<file path="src/rtl/row_burst_scheduler.sv">
// Two-requester round-robin row burst scheduler with a latency-matched response tag pipeline.
// Optional strobe/row_valid consistency checker enabled by ROW_BURST_SCHEDULER_CHECK_EN.
module row_burst_scheduler #(
    parameter int NUM_ROWS       = 3,
    parameter int MEMORY_LATENCY = 2,
    localparam int ROW_ADDR_WIDTH = $clog2(NUM_ROWS)
) (
    input  logic                      clk,
    input  logic                      rst,
    input  logic                      req0_valid,
    input  logic [ROW_ADDR_WIDTH-1:0] req0_start,
    input  logic [ROW_ADDR_WIDTH-1:0] req0_len,
    output logic                      req0_ready,
    input  logic                      req1_valid,
    input  logic [ROW_ADDR_WIDTH-1:0] req1_start,
    input  logic [ROW_ADDR_WIDTH-1:0] req1_len,
    output logic                      req1_ready,
    output logic [ROW_ADDR_WIDTH-1:0] row_addr,
    output logic                      row_addr_ready,
    output logic                      resp0_valid,
    output logic                      resp1_valid,
    output logic                      resp0_last,
    output logic                      resp1_last,
`ifdef ROW_BURST_SCHEDULER_CHECK_EN
    input  logic                      row_valid,
    output logic                      sched_err,
`endif
    output logic                      busy
);

    localparam logic [ROW_ADDR_WIDTH-1:0] LAST_ROW = ROW_ADDR_WIDTH'(NUM_ROWS - 1);

    typedef enum logic {StIdle, StBurst} state_t;

    state_t                    state_q;
    logic [ROW_ADDR_WIDTH-1:0] row_addr_q;
    logic [ROW_ADDR_WIDTH-1:0] remain_q;
    logic                      owner_q;
    logic                      ptr_q;

    logic                      arb_en;
    logic                      grant0;
    logic                      grant1;
    logic [ROW_ADDR_WIDTH-1:0] win_start;
    logic [ROW_ADDR_WIDTH-1:0] win_len;
    logic [ROW_ADDR_WIDTH-1:0] win_len_clamped;
    logic [ROW_ADDR_WIDTH-1:0] next_addr;

    logic [MEMORY_LATENCY-1:0] tag_strobe_q;
    logic [MEMORY_LATENCY-1:0] tag_owner_q;
    logic [MEMORY_LATENCY-1:0] tag_last_q;

    // Arbitrate when idle or while issuing the final address, giving back-to-back bursts.
    always_comb begin
        arb_en          = (state_q == StIdle) || (remain_q == '0);
        grant0          = !rst && arb_en && req0_valid && (!req1_valid || !ptr_q);
        grant1          = !rst && arb_en && req1_valid && (!req0_valid || ptr_q);
        win_start       = grant1 ? req1_start : req0_start;
        win_len         = grant1 ? req1_len : req0_len;
        win_len_clamped = (win_len > LAST_ROW) ? LAST_ROW : win_len;
        next_addr       = (row_addr_q == LAST_ROW) ? '0 : row_addr_q + 1'b1;
    end

    always_ff @(posedge clk) begin
        if (rst) begin
            state_q    <= StIdle;
            row_addr_q <= '0;
            remain_q   <= '0;
            owner_q    <= 1'b0;
            ptr_q      <= 1'b0;
        end else if (grant0 || grant1) begin
            state_q    <= StBurst;
            row_addr_q <= win_start;
            remain_q   <= win_len_clamped;
            owner_q    <= grant1;
            ptr_q      <= grant0;
        end else if (state_q == StBurst) begin
            if (remain_q == '0) begin
                state_q <= StIdle;
            end else begin
                row_addr_q <= next_addr;
                remain_q   <= remain_q - 1'b1;
            end
        end
    end

    always_ff @(posedge clk) begin
        if (rst) begin
            tag_strobe_q <= '0;
            tag_owner_q  <= '0;
            tag_last_q   <= '0;
        end else begin
            tag_strobe_q[0] <= (state_q == StBurst);
            tag_owner_q[0]  <= owner_q;
            tag_last_q[0]   <= (remain_q == '0);
            for (int i = 1; i < MEMORY_LATENCY; i++) begin
                tag_strobe_q[i] <= tag_strobe_q[i-1];
                tag_owner_q[i]  <= tag_owner_q[i-1];
                tag_last_q[i]   <= tag_last_q[i-1];
            end
        end
    end

`ifdef ROW_BURST_SCHEDULER_CHECK_EN
    // Sticky: any cycle where the matrix disagrees with the expected read return.
    always_ff @(posedge clk) begin
        if (rst) begin
            sched_err <= 1'b0;
        end else if (row_valid != tag_strobe_q[MEMORY_LATENCY-1]) begin
            sched_err <= 1'b1;
        end
    end
`endif

    assign req0_ready     = grant0;
    assign req1_ready     = grant1;
    assign row_addr       = row_addr_q;
    assign row_addr_ready = (state_q == StBurst);
    assign resp0_valid    = tag_strobe_q[MEMORY_LATENCY-1] && !tag_owner_q[MEMORY_LATENCY-1];
    assign resp1_valid    = tag_strobe_q[MEMORY_LATENCY-1] && tag_owner_q[MEMORY_LATENCY-1];
    assign resp0_last     = resp0_valid && tag_last_q[MEMORY_LATENCY-1];
    assign resp1_last     = resp1_valid && tag_last_q[MEMORY_LATENCY-1];
    assign busy           = (state_q == StBurst) || (|tag_strobe_q);

endmodule

</file>
<file path="config.mk">
export PLATFORM = sky130hd
export DESIGN_NAME = row_burst_scheduler
export DESIGN_NICKNAME = d
export VERILOG_FILES = /design/src/rtl/row_burst_scheduler.sv
export SDC_FILE = /design/constraint.sdc
export NUM_CORES = 1
export LEC_CHECK = 0
export CORE_MARGIN = 1
export CORE_UTILIZATION = 44
export CTS_CLUSTER_DIAMETER = 100
export DETAILED_ROUTE_END_ITERATION = 10
export PLACE_DENSITY = 0.84
export SETUP_SLACK_MARGIN = 0.05
export SYNTH_ARGS = -nofsm -noshare
export SYNTH_HDL_FRONTEND = slang
export SYNTH_SLANG_ARGS = --single-unit
export TNS_END_PERCENT = 30
</file>
<file path="constraint.sdc">
create_clock -name clk -period 2.7 [get_ports clk]
set_input_delay 0.54 -clock clk [delete_from_list [all_inputs] [get_ports clk]]
set_output_delay 0.54 -clock clk [all_outputs]
set_load 0.01 [all_outputs]
</file>
==> key figures, run 1 <==
Yosys
  • Cell area after synthesis: 580.6 um^2
  • Post-Syn Instances: 67
  • Mux share of post-synthesis cell area: 1.724%
  • Yosys warns: 0
  • Simple-gate area share of the yosys netlist: 29.31%
  • Compound-Gate Fraction of Synth Area: 18.53%
  • Syn Area/Cell: 8.665 um^2
  • Syn_nets: 80
  • Area leader, netlist: dfxtp_1
  • Post-synth ARST share: 0%
  • Synth Area in Adders: 2.155%
  • Synth top area share: 44.83%
  • Main combinational cell family by area after synthesis: simple AND/OR/NAND/NOR gates
  • Synth top area cells: dfxtp_1 (45%), nor2b_1 (11%), nor3_1 (5.2%)
  • Predominant post-synthesis flop cell: dfxtp_1
  • EDFF count, synth: 0
  • Unique masters post-synth: 26
  • Xor-xnor portion of the synthesized cell area: 0%
  • Sequential element share of the synthesized area: 44.83%
  • Register bit total from synthesis: 13

Power
  • Max VDD drop: 296.5 uV
  • Leak: 0.0003462 uW
  • PD cells: 527.5 nW/um^2

Worst setup path
  • CP Max Fanout: 6
  • Crit path kind: primary input to primary output
  • Critical Path Source Type: primary input
  • Worst EP required: 2.16 ns
  • CP endpoint kind: primary output
  • CP arrival: 2.02 ns
  • R2R Path Start: remain_q[0]
  • Worst setup path start: req0_valid

Floorplan
  • Die height: 38.33 um
  • Die area: 1469 um^2
  • Starting density of the core: 49.57%
  • Num ports: 22
  • Horiz. Die Dim: 38.33 um
  • Floorplan core area: 1171 um^2
  • Site Rows: 12

Route
  • Via count: 570
  • Residual DRC count: 0
  • Via density: 5.327
  • Drt pass-1 iters: 4
  • Initial DRC count: 3
  • Drt wl/cell: 11.56 um
  • Detail Route Antenna Nets: 0
  • Final wirelength: 1237 um

Cells and area
  • FF/Latch Area: 260.3 um^2
  • Share of layout cells above drive strength 1: 9.677%
  • Area used by multi-input combinational logic: 300.3 um^2
  • Most frequent cells in the layout: clkdlybuf4s50_1 (20), dfxtp_1 (13), nor2b_1 (10), nor2_1 (7), nor3_1 (6)
  • Commonest non-fill, non-tap cell in the layout: clkdlybuf4s50_1
  • Fillers: 109
  • N_diodes: 0
  • Layout Cells excl Fill: 107
  • Final instance area: 850.8 um^2
  • Area growth from synthesis to layout: 46.55%
  • Final Net Count: 107

STA
  • Period utilization: 94.87%
  • Fmax: 0.3904 GHz
  • TNS Setup: 0 ns
  • Post-Route Skew: 0.009028 ns
  • RSZ-0062 raised after global routing: false
  • Crit path time final: 2.561 ns
  • Slew margin rel.: 79.90%
  • Fin. Hold Viols: 0
  • Slew @ Worst Pin: 0.3004 ns
  • Min Hold Slack: 0.4400 ns
  • Max-slew violation count: 0
  • Final setup viols: 0

Clocking
  • Clk_lat worst skew: 0.28 ns
  • CTS buffer count: 3
  • Clock sink total: 13
  • H-tree levels: 1
  • Clock tree from TritonCTS: done
  • Worst-path clk slew: 0.07 ns
  • CTS root buffer: clkbuf_4
  • CTS Buffer Depth: 2

Placed design
  • Post-DP Area: 822.0 um^2
  • Dpl hpwl: 935.3 um
  • Placed cell count: 103
  • Port Buf Inserts: 21
  • Routability cong.: 0.7330

GRT
  • Vias in the first global route: 472
  • Initial antenna violation count: 0
  • All-Layer GR Usage: 20.34%
  • First-pass GRT wire length: 2001 um
  • Largest net degree at the start of global routing: 10
  • Grt ovf: 0

Outcome
  • Status: complete, no violations

Hold path
  • Worst hold path type: flop to flop
  • Worst hold start: tag_owner_q[0]

Job
  • Max-cap violations: 0
==> state kept, by name, summed over array words and instances, names as in the netlist <==
| register | count |
|---|---|
| remain_q | 2 |
| row_addr | 2 |
| tag_last_q | 2 |
| tag_owner_q | 2 |
| tag_strobe_q | 2 |
| owner_q | 1 |
| ptr_q | 1 |
| row_addr_ready | 1 |
==> Yosys cell counts (2+ instances only) <==
| master | n |
|---|---|
| nand2_1 | 4 |
| nor2b_1 | 10 |
| nor2_1 | 7 |
| inv_1 | 2 |
| nor3_1 | 6 |
| or3_1 | 2 |
| dfxtp_1 | 13 |
| o221ai_1 | 2 |
| a21oi_1 | 4 |
==> final cells by class <==
type / count / share of cell area, %
well taps: 14 / 2.059
multi-input cells: 49 / 35.29
clock buffers: 4 / 3.088
repair buffers: 24 / 27.65
inverters: 3 / 1.324
flip-flops and latches: 13 / 30.59
==> worst max-delay path, cell delays in order <==
cell	delay, ns
clkdlybuf4s50_1	0.59
nand2_1	0.14
nor3_1	0.18
clkdlybuf4s50_1	0.57
==> path summary, 6_finish.rpt <==
path                    endpoint  slack [ns]  cells past startpoint
setup / recovery      req0_ready        0.14                      4
hold / removal    tag_owner_q[1]        0.44                      1
setup reg to reg     row_addr[0]        1.31                      5
hold reg to reg   tag_owner_q[1]        0.44                      1
==> kinds of logic after synthesis <==
group,Yosys count
buf+inv,5
simple gates,33
mux,1
compound gates,14
fa+ha+maj,1
flops,13
==> through the flow <==
step           util (%)  setup slack, ns  total power (uW)
4_1_cts           72.44           0.1082             449.3
6_report          72.65           0.1385             448.8
3_5_place_dp      70.19           0.1261             331.9
3_3_place_gp      70.19           0.1647             329.4
2_1_floorplan         -            1.106             280.1
5_1_grt           72.65          0.07133             474.2
==> power breakdown <==
part	internal, uW	switching, uW
clock network	57.3	62.8
logic	60.7	48.7
registers	209	10.1
total	327	122
==> timing repair <==
item,in CTS,in global routing
resized for setup,0,1
hold buffers,0,0
setup endpoints to repair,0,1
setup buffers,0,0
==> per-layer routing <==
metal  vias up  GRT usage [%]  wire (um)
met5         -              0          0
met3         4          6.977         69
met1       252          23.19        551
met2        29          33.05        595
met4         0          10.71         21
li1        285              -          -
Note: power is estimated with default switching activity, not from simulation.
==> inputs of run 2 (changes only) <==
Settings changed: HOLD_SLACK_MARGIN set to 0.06.
==> results of run 2 <==
Final layout, timing and power as in run 1 (identical DEF).
==> inputs of run 3 (changes only) <==
--- a/config.mk
+++ b/config.mk
@@ -7,3 +7,3 @@
 export LEC_CHECK = 0
-export CORE_MARGIN = 1
+export CORE_MARGIN = 4
 export CORE_UTILIZATION = 44
==> constraint.sdc (replaced) <==
create_clock -name clk -period 2.7 [get_ports clk]
set_input_delay 0.405 -clock clk [delete_from_list [all_inputs] [get_ports clk]]
set_output_delay 0.405 -clock clk [all_outputs]
set_load 0.01 [all_outputs]
==> run 3 against run 2 <==
Compared with the run above:
- final cell count decreased by 1.9%
- clock skew down 0.0047 ns
- hold slack got worse by 0.00090 ns
- wire length decreased by 4.1%
- die area rose by 34%
- final area fell by 2.1%
- count of clock-buffer cells in the layout unchanged
- critical endpoint unchanged
==> key figures, run 3 (synthesis results as in run 1) <==
GRT
  • Grt ovf: 0 (unchanged)
  • Initial antenna violation count: 0 (unchanged)
  • M2 GR Usage: 25.00% (-8.1 points)
  • M3 GR Usage: 4.878% (-2.1 points)
  • First-pass GRT wire length: 2166 um (+8.2%)
  • All-Layer GR Usage: 15.10% (-5.2 points)
  • GR peak layer: met2
  • GR Layer Usage met1: 17.40% (-5.8 points)
  • Vias in the first global route: 528 (+12%)
  • Largest net degree at the start of global routing: 12 (+2)

Clocking
  • Clk_lat worst skew: 0.27 ns (about the same)
  • Worst-path clk slew: 0.08 ns (about the same)
  • Hold_buf cts: 0 (unchanged)
  • Setup bufs post-CTS: 0 (unchanged)
  • Clock tree from TritonCTS: done
  • CTS buffer count: 3 (unchanged)
  • Cells resized by post-CTS repair: 0 (unchanged)
  • Clock sink total: 13 (unchanged)
  • CTS root buffer: clkbuf_4
  • H-tree levels: 1 (unchanged)
  • CTS Buffer Depth: 2 (unchanged)

Worst setup path
  • Critical Path Source Type: flop
  • CP endpoint kind: primary output
  • Crit-path cells: inv_1 > ha_1 > nor2b_1 > nor3_1 > clkdlybuf4s50_1
  • Worst EP required: 2.30 ns (+0.14 ns)
  • Crit path kind: flop to primary output
  • CP arrival: 1.97 ns (-0.05 ns)
  • Slowest cell on the critical path: clkdlybuf4s50_1
  • CP Max Fanout: 9 (+3)
  • CP max stage delay: 0.50 ns (-0.09 ns)

Route
  • Detail Route Antenna Nets: 0 (unchanged)
  • Drt pass-1 iters: 2 (-2)
  • Drt wl/cell: 11.30 um (-2.3%)
  • Final wirelength: 1186 um (-4.1%)
  • Via count: 552 (-3.2%)
  • Via density: 5.257 (-1.3%)
  • Residual DRC count: 0 (unchanged)
  • Initial DRC count: 8 (+5)

Floorplan
  • Die area: 1965 um^2 (+34%)
  • Floorplan core area: 1171 um^2 (unchanged)
  • Starting density of the core: 49.57% (unchanged)
  • Die height: 44.33 um (+16%)
  • Site Rows: 12 (unchanged)
  • Num ports: 22 (unchanged)
  • Horiz. Die Dim: 44.33 um (+16%)

Power
  • Sw Pwr: 117.8 uW (-3.1%)
  • Net Sw Frac: 26.66% (-0.44 points)
  • Leak: 0.0003270 uW (-5.5%)
  • Part of the power in the clock network: 26.6% (-0.2 points)
  • Logic pwr share: 23.8% (-0.6 points)
  • Max VDD drop: 284.7 uV (-4.0%)
  • PD cells: 530.2 nW/um^2 (+0.53%)
  • Seq pwr share: 49.6% (+0.7 points)
  • Int Pwr: 324.0 uW (-0.95%)
  • Total Power: 441.8 uW (-1.5%)

Placed design
  • Routability cong.: 0.7529 (+2.7%)
  • Dpl hpwl: 955.7 um (+2.2%)
  • Port Buf Inserts: 21 (unchanged)
  • Place WS: 0.4173 ns (+0.2913 ns)

STA
  • Fmax: 0.4216 GHz (+8.0%)
  • Post-Route Skew: 0.004317 ns (-0.004712 ns)
  • Final setup viols: 0 (unchanged)
  • Final setup margin: 0.3282 ns (+0.1896 ns)
  • Slew margin rel.: 60.18% (-20 points)
  • Period utilization: 87.85% (-7.0 points)
  • Fin. Hold Viols: 0 (unchanged)
  • TNS Setup: 0 ns (unchanged)
  • Slew @ Worst Pin: 0.5960 ns (+0.2956 ns)
  • Max-slew violation count: 0 (unchanged)
  • RSZ-0062 raised after global routing: false
  • Crit path time final: 2.372 ns (-0.1896 ns)

Job
  • Max-cap violations: 0 (unchanged)

Outcome
  • Status: complete, no violations

Cells and area
  • Fillers: 108 (-0.92%)
  • N_diodes: 0 (unchanged)
  • Area growth from synthesis to layout: 43.53%
  • Commonest non-fill, non-tap cell in the layout: clkdlybuf4s50_1
  • Most frequent cells in the layout: clkdlybuf4s50_1 (21), dfxtp_1 (13), nor2b_1 (10), nor2_1 (7), nor3_1 (6)
  • Final Net Count: 105 (-1.9%)
  • Share of layout cells above drive strength 1: 7.692% (-2.0 points)

Hold path
  • Worst hold path type: flop to flop
run 3: cell count changes in the layout (fill, tap and decap cells not counted), sizes merged:
cell	delta
dlymetal6s2s	-1
buf	-2
clkdlybuf4s50	+1
run 3: metal layers:
| layer | wire (um) | vias up |
|---|---|---|
| met5 | 0 | - |
| met4 | 6 | 0 |
| met3 | 80 | 2 |
| met2 | 598 | 18 |
| met1 | 500 | 246 |
| li1 | - | 286 |
run 3: worst paths after layout:
| check | startpoint | endpoint | slack (ns) | cells past startpoint |
|---|---|---|---|---|
| setup reg to reg | remain_q[0] | row_addr[0] | 1.22 | 6 |
| hold / removal | tag_last_q[0] | tag_last_q[1] | 0.44 | 1 |
| setup / recovery | remain_q[0] | req0_ready | 0.33 | 5 |
| hold reg to reg | tag_last_q[0] | tag_last_q[1] | 0.44 | 1 |
run 3: power groups by stage:
| stage | sequential (uW) | combinational (uW) | clock (uW) |
|---|---|---|---|
| detailed placement | 224 | 105 | 0 |
| CTS | 219 | 106 | 122 |
| floorplan | 224 | 56.1 | 0 |
| global placement | 223 | 103 | 0 |
| finish | 219 | 105 | 118 |
| global route | 222 | 118 | 136 |
run 3: metrics by stage:
step	hold WS, ns	std cells	util [%]	instance area [um^2]
global route	0.4698	105	71.15	833.3
floorplan	0.4138	67	-	580.6
CTS	0.4426	105	71.15	833.3
global placement	0.4202	101	68.91	807.0
finish	0.4391	105	71.15	833.3
detailed placement	0.4251	101	68.91	807.0
run 3: worst max-delay path: cells and delay by family (launching register included):
family / cells / cell delay (ns)
adders and majority gates: 1 / 0.22
buffers and inverters: 2 / 0.55
DFF: 1 / 0.31
and+or+nand+nor: 2 / 0.60
run 3: cell type report:
type | count | area [um^2] | share of cell area (%)
Inverter | 3 | 11.26 | 1.351
Timing Repair Buffer | 22 | 217.7 | 26.13
Tap cell | 14 | 17.52 | 2.102
Clock buffer | 4 | 26.28 | 3.153
Sequential cell | 13 | 260.3 | 31.23
Multi-Input combinational cell | 49 | 300.3 | 36.04
